### src/rtl/mul_issue_scheduler_pkg.sv
// Shared types and default sizing for the multiply/ALU issue scheduler.
package mul_issue_scheduler_pkg;

  localparam int MUL_LAT_DEF = 5;
  localparam int ALU_LAT_DEF = 1;
  localparam int REG_W_DEF   = 5;

  typedef struct packed {
    logic                 valid;
    logic [REG_W_DEF-1:0] rd;
  } mul_sb_entry_t;

  typedef enum logic [1:0] {
    RUN   = 2'd0,
    DRAIN = 2'd1,
    FLUSH = 2'd2
  } sched_state_t;

endpackage

### src/rtl/mul_scoreboard.sv
// In-flight multiply tracker: entry k holds the multiply issued k+1 cycles ago.
module mul_scoreboard #(
  parameter int DEPTH = 5,
  parameter int REG_W = 5
) (
  input  logic                        clk,
  input  logic                        rst,
  input  logic                        stall,
  input  logic                        clear,
  input  logic                        ins_valid,
  input  logic [REG_W-1:0]            ins_rd,
  output logic [DEPTH-1:0]            ent_valid,
  output logic [DEPTH-1:0][REG_W-1:0] ent_rd
);

  // Clear beats stall so a kill always empties the pipe at the sampling edge.
  always_ff @(posedge clk or negedge rst) begin
    if (!rst) begin
      ent_valid <= '0;
      ent_rd    <= '0;
    end else if (clear) begin
      ent_valid <= '0;
      ent_rd    <= '0;
    end else if (!stall) begin
      ent_valid <= {ent_valid[DEPTH-2:0], ins_valid};
      ent_rd    <= {ent_rd[DEPTH-2:0], ins_rd};
    end
  end

endmodule

### src/rtl/mul_issue_scheduler.sv
// Issue controller routing decoded ops to the pipelined multiplier or the ALU,
// holding issue on scoreboard hazards and sequencing fence drains / kill flushes.
module mul_issue_scheduler
  import mul_issue_scheduler_pkg::*;
#(
  parameter int MUL_LAT = MUL_LAT_DEF,
  parameter int ALU_LAT = ALU_LAT_DEF,
  parameter int REG_W   = REG_W_DEF,
  parameter int CNT_W   = 32
) (
  input  logic                         clk,
  input  logic                         rst,
  input  logic                         dec_valid,
  input  logic                         dec_is_m,
  input  logic [REG_W-1:0]             dec_rd,
  input  logic [REG_W-1:0]             dec_rs1,
  input  logic [REG_W-1:0]             dec_rs2,
  output logic                         dec_ready,
  input  logic                         fence_req,
  output logic                         fence_done,
  input  logic                         kill,
  input  logic                         stall_in,
  output logic                         mul_issue,
  output logic                         alu_issue,
  output logic                         stall_mul,
  output logic                         kill_mul,
  output logic                         wb_sel,
  output logic [REG_W-1:0]             wb_rd,
  output logic [$clog2(MUL_LAT+1)-1:0] mul_inflight,
  output logic [CNT_W-1:0]             hazard_cycles
);

  localparam int IW = $clog2(MUL_LAT+1);

  sched_state_t                  state;
  logic [MUL_LAT-1:0]            ent_valid;
  logic [MUL_LAT-1:0][REG_W-1:0] ent_rd;
  logic                          raw_hit;
  logic                          waw_hit;
  logic                          port_hit;
  logic                          hazard;
  logic                          in_run;

  mul_scoreboard #(
    .DEPTH (MUL_LAT),
    .REG_W (REG_W)
  ) u_sb (
    .clk       (clk),
    .rst       (rst),
    .stall     (stall_in),
    .clear     (kill),
    .ins_valid (mul_issue),
    .ins_rd    (dec_rd),
    .ent_valid (ent_valid),
    .ent_rd    (ent_rd)
  );

  // The entry writing back this cycle is still checked: there is no bypass.
  always_comb begin
    raw_hit = 1'b0;
    waw_hit = 1'b0;
    for (int k = 0; k < MUL_LAT; k++) begin
      if (ent_valid[k] && ent_rd[k] != '0) begin
        if (dec_rs1 != '0 && dec_rs1 == ent_rd[k]) raw_hit = 1'b1;
        if (dec_rs2 != '0 && dec_rs2 == ent_rd[k]) raw_hit = 1'b1;
        if (dec_rd  != '0 && dec_rd  == ent_rd[k]) waw_hit = 1'b1;
      end
    end
  end

  // An ALU op issued now writes back together with this entry's multiply.
  assign port_hit = !dec_is_m && dec_rd != '0 && ent_valid[MUL_LAT-1-ALU_LAT];
  assign hazard   = raw_hit | waw_hit | port_hit;

  always_comb begin
    mul_inflight = '0;
    for (int k = 0; k < MUL_LAT; k++) begin
      mul_inflight = mul_inflight + IW'(ent_valid[k]);
    end
  end

  assign in_run     = (state == RUN);
  assign dec_ready  = dec_valid & in_run & !fence_req & !hazard & !stall_in & !kill;
  assign mul_issue  = dec_ready & dec_is_m;
  assign alu_issue  = dec_ready & !dec_is_m;
  assign stall_mul  = stall_in;
  assign wb_sel     = ent_valid[MUL_LAT-1];
  assign wb_rd      = ent_valid[MUL_LAT-1] ? ent_rd[MUL_LAT-1] : '0;
  assign fence_done = (state == DRAIN) && (mul_inflight == '0) && !kill;

  always_ff @(posedge clk or negedge rst) begin
    if (!rst) begin
      state         <= RUN;
      kill_mul      <= 1'b0;
      hazard_cycles <= '0;
    end else begin
      kill_mul <= kill;
      if (dec_valid && in_run && hazard && !kill && hazard_cycles != '1) begin
        hazard_cycles <= hazard_cycles + 1'b1;
      end
      case (state)
        RUN: begin
          if (kill)           state <= FLUSH;
          else if (fence_req) state <= DRAIN;
        end
        DRAIN: begin
          if (kill)                     state <= FLUSH;
          else if (mul_inflight == '0)  state <= RUN;
        end
        FLUSH: begin
          state <= kill ? FLUSH : RUN;
        end
        default: state <= RUN;
      endcase
    end
  end

endmodule
### config.mk
export PLATFORM = sky130hd
export DESIGN_NAME = mul_issue_scheduler
export DESIGN_NICKNAME = d
export VERILOG_FILES = /design/src/rtl/mul_issue_scheduler_pkg.sv /design/src/rtl/mul_scoreboard.sv /design/src/rtl/mul_issue_scheduler.sv
export SDC_FILE = /design/constraint.sdc
export NUM_CORES = 1
export LEC_CHECK = 0
export ABC_AREA = 1
export BUFFER_PORTS_ARGS = -buffer_cell sky130_fd_sc_hd__buf_2
export CORE_MARGIN = 2
export CORE_UTILIZATION = 43
export DETAILED_ROUTE_END_ITERATION = 7
export SETUP_SLACK_MARGIN = 0.4
export SYNTH_ARGS = -nofsm -noshare
export SYNTH_HDL_FRONTEND = slang
export SYNTH_SLANG_ARGS = --single-unit
### constraint.sdc
create_clock -name clk -period 5.9 [get_ports clk]
set_clock_uncertainty 0.15 [all_clocks]
set_input_delay 0.295 -clock clk [delete_from_list [all_inputs] [get_ports clk]]
set_output_delay 0.295 -clock clk [all_outputs]
set_load 0.05 [all_outputs]
==> results.cfg <==
[flow_run]
cap_violations = 0

[synthesis]
synth_common_cells = 205 x sky130_fd_sc_hd__nand2_1, 66 x sky130_fd_sc_hd__inv_1, 65 x sky130_fd_sc_hd__dfrtp_1
synth.lib_cells_used.distinct = 30
synth_compound_gate_area_share_pct = 5.699
synth-seq-cells = 65
synth-xor-area-share_pct = 14.85
yosys_warnings = 0
async_reset_ff_share_pct = 100.0
synth_top_cell_by_area = sky130_fd_sc_hd__dfrtp_1
synth_fp_nets = 734
syn_inst = 705
dominant_register_cell_in_the_synthesized_netlist = sky130_fd_sc_hd__dfrtp_1
synth-seq-area-share_pct = 33.22
muxShareOfSynthArea_pct = 0
synth-adder-area-share_pct = 2.096
synth-simple-area-share_pct = 34.47
count_of_flip_flops_with_a_built_in_enable_after_synthesis = 0
mappedNetlistArea_um2 = 4896
synthesis.area_per_instance_um2 = 6.945
synth_top_family_by_area = simple AND/OR/NAND/NOR gates
synth_most_common_cell = sky130_fd_sc_hd__nand2_1
synth_largest_type_area_fraction_pct = 33.22
synth_area_leaders = sky130_fd_sc_hd__dfrtp_1 33%, sky130_fd_sc_hd__nand2_1 16%, sky130_fd_sc_hd__xor2_1 7.5%

[route]
detail_route.wl_per_cell_um = 16.19
detailedRoute.firstIterationViolations = 364
via_count = 4820
dr.pass1.iters = 5
detail_route.wirelength_mm = 14.43
post-route-drc-count = 0
postRouteAntennaNets = 0
vias_per_cell = 5.410

[power]
comb_power_share_pct = 15.5
p_switching_uw = 355.3
powerDensity_nw_per_um2 = 225.8
lkg_pwr_uw = 0.002955
seq_power_share_pct = 38.9
vdd.ir_drop.worst_v = 0.0001106
switching_share_pct = 28.42
clock_power_share_pct = 45.5
intPower_uw = 895.1

[layout]
postLayoutCoreUtil_pct = 50.41
synthToLayoutAreaGrowth_pct = 13.08
nets = 773
post_route_cells_drive_above_1_share_pct = 13.22

[critical_path]
criticalPathCategory = reg2out
worst-endpoint-arrival_ns = 3.02
required_time_at_the_worst_slack_endpoint_ns = 5.45
timing.critical_path.fanout_max = 36
critical_path.endpoint_type = output pin
worst_setup_path_start_kind = flop

[clock_tree]
cts_tree = done
cts_made_buffers = 9
cts.repair.resized = 0
cts_sinks = 65
cts_max_path_buffers = 2
clock_tree.root_cell = sky130_fd_sc_hd__clkbuf_16
postCtsSetupRepairBufs = 0
clock_insertion_delay_worst_skew_ns = 0.34
postCtsHoldBufs = 0
clock_tree.htree_level_count = 3
clk_pin_slew_ns = 0.06

[floorplan]
floorplan.initialDensity_pct = 44.58
top_level_ports = 69
rows = 38
placeable_core_region_um2 = 10980
die_h_um = 110.7
floorplan.die.width_um = 110.7
die_area_um2 = 12260

[place]
buffer_ports.inserted = 68
hpwl_mm = 10.56
place.gp.congestion = 0.9360
dpl_worst_slack_ns = 2.701

[sta]
setup_total_negative_slack_ns = 0
worst_hold_slack_ns = -0.005263
fin_ws_ns = 2.439
final_min_period_over_clock_period_pct = 58.67
max_transition_margin_pct = 43.71
report.final.setup_viol = 0
fin_crit_ns = 3.461
maxSlewViolCount = 0
tightest_slew_ns = 0.8444
achievable-frequency_mhz = 288.9
final_hold_viol_count = 1
unrepaired_setup_endpoints_after_global_routing = no

[outcome]
violations = hold timing
status = finished, violations left

[global_routing]
pin_count_of_the_biggest_net_entering_global_routing = 66
number_of_global_route_vias_before_repair = 4665
grt_pass1_wl_mm = 23.59
grt_antenna_before_repair = 2
groute.usage.overall_pct = 23.89
grt_overflow = 0

[hold_path]
worst_hold_check_path_type = in2async
## power groups by stage
stage / clock [uW] / combinational [uW] / sequential (uW)
after floorplan: 0 / 145 / 488
after global placement: 0 / 188 / 493
after detailed placement: 0 / 193 / 494
after CTS: 578 / 194 / 486
after global routing: 598 / 218 / 489
final: 569 / 194 / 487
## routing by layer
metal	global-route usage, %	wire [um]
met4	10.08	471
met1	32.42	6475
met3	4.210	900
met5	0	0
met2	37.71	6579
## placed cells by master, fill, tap and decap left out
cell type                    Yosys  routed
sky130_fd_sc_hd__ha_1            5       5
sky130_fd_sc_hd__dfrtp_1        65      65
sky130_fd_sc_hd__inv_1          66      66
sky130_fd_sc_hd__nand3_2         4       4
sky130_fd_sc_hd__and3_1          1       1
sky130_fd_sc_hd__nand4_1        48      48
sky130_fd_sc_hd__xnor2_1        41      41
sky130_fd_sc_hd__o21ai_1         3       3
sky130_fd_sc_hd__nor3_1         14      14
sky130_fd_sc_hd__clkinv_2        0       3
sky130_fd_sc_hd__fa_1            2       2
sky130_fd_sc_hd__nand2_1       205     205
sky130_fd_sc_hd__buf_4           1       2
sky130_fd_sc_hd__o21ai_0        30      30
sky130_fd_sc_hd__nor2_2          1       1
sky130_fd_sc_hd__xor2_1         42      42
sky130_fd_sc_hd__clkinvlp_4      0       1
sky130_fd_sc_hd__clkbuf_16       0       9
sky130_fd_sc_hd__buf_2          18      68
sky130_fd_sc_hd__nor2_4          1       1
sky130_fd_sc_hd__o31ai_1         2       2
sky130_fd_sc_hd__clkbuf_1       18       1
sky130_fd_sc_hd__bufinv_16       0       2
sky130_fd_sc_hd__a21oi_1        17      17
sky130_fd_sc_hd__o22ai_1         1       1
sky130_fd_sc_hd__nor4_1          7       7
sky130_fd_sc_hd__nor3_2          1       1
sky130_fd_sc_hd__a21boi_1        1       1
sky130_fd_sc_hd__diode_2         0       2
sky130_fd_sc_hd__nand3_1        37      37
sky130_fd_sc_hd__nor2_1         62      62
sky130_fd_sc_hd__inv_2           5       5
sky130_fd_sc_hd__nand2_2         2       2
## worst max-delay path, stage by stage, from the launching register on
cell	delay (ns)
sky130_fd_sc_hd__dfrtp_1	0.43
sky130_fd_sc_hd__inv_1	0.16
sky130_fd_sc_hd__nand4_1	0.11
sky130_fd_sc_hd__o21ai_0	0.16
sky130_fd_sc_hd__inv_1	0.08
sky130_fd_sc_hd__nand2_1	0.10
sky130_fd_sc_hd__nand3_1	0.08
sky130_fd_sc_hd__nor2_1	0.12
sky130_fd_sc_hd__nand3_2	0.63
sky130_fd_sc_hd__nor2_1	0.37
sky130_fd_sc_hd__nand2_1	0.11
sky130_fd_sc_hd__inv_1	0.07
sky130_fd_sc_hd__buf_2	0.26
## stage by stage
stage	power [uW]	hold WS, ns	cell area, um2	cells
global route	1306	0.01788	5534	890
CTS	1258	0.005130	5532	889
finish	1250	-0.005263	5537	891
floorplan	633.7	-0.1506	4896	705
global placement	681.0	0.3316	5220	873
detailed placement	687.6	0.3352	5220	873
## flip-flops by register name, indices dropped and copies added (netlist names)
| register | flops |
|---|---|
| hazard_cycles | 32 |
| u_sb.ent_rd | 25 |
| u_sb.ent_valid | 5 |
| state | 2 |
| kill_mul | 1 |
## cell families (layout without fill, tap and decap cells)
kind of cell,count (synthesis),after routing
DFF,65,65
xor gates and xnor gates,83,83
other,0,2
and+or+nand+nor,383,383
adders and majority gates,7,7
AOI/OAI and AO/OA,54,54
buffers and inverters,113,157
## final timing paths
| path | start | endpoint | slack (ns) | depth (start not counted) |
|---|---|---|---|---|
| hold / removal | rst | kill_mul | -0.005 | 2 |
| max in group asynchronous | rst | u_sb.ent_rd[22] | 5.05 | 2 |
| setup reg to reg | hazard_cycles[1] | hazard_cycles[1] | 2.69 | 13 |
| setup / recovery | u_sb.ent_rd[0] | mul_issue | 2.44 | 12 |
| min in group clk | kill | kill_mul | 0.01 | 1 |
| hold reg to reg | hazard_cycles[31] | hazard_cycles[31] | 0.35 | 2 |
## area by class of cell
class | count | area (um2)
fillers | 1115 | 5446
multi-input cells | 527 | 2796
flip-flops and latches | 65 | 1627
repair buffers | 70 | 355.3
inverters | 71 | 266.5
clock buffers | 10 | 229.0
well taps | 140 | 175.2
clock inverters | 6 | 82.58
diodes | 2 | 5.005
(Power assumes the default switching activity.)
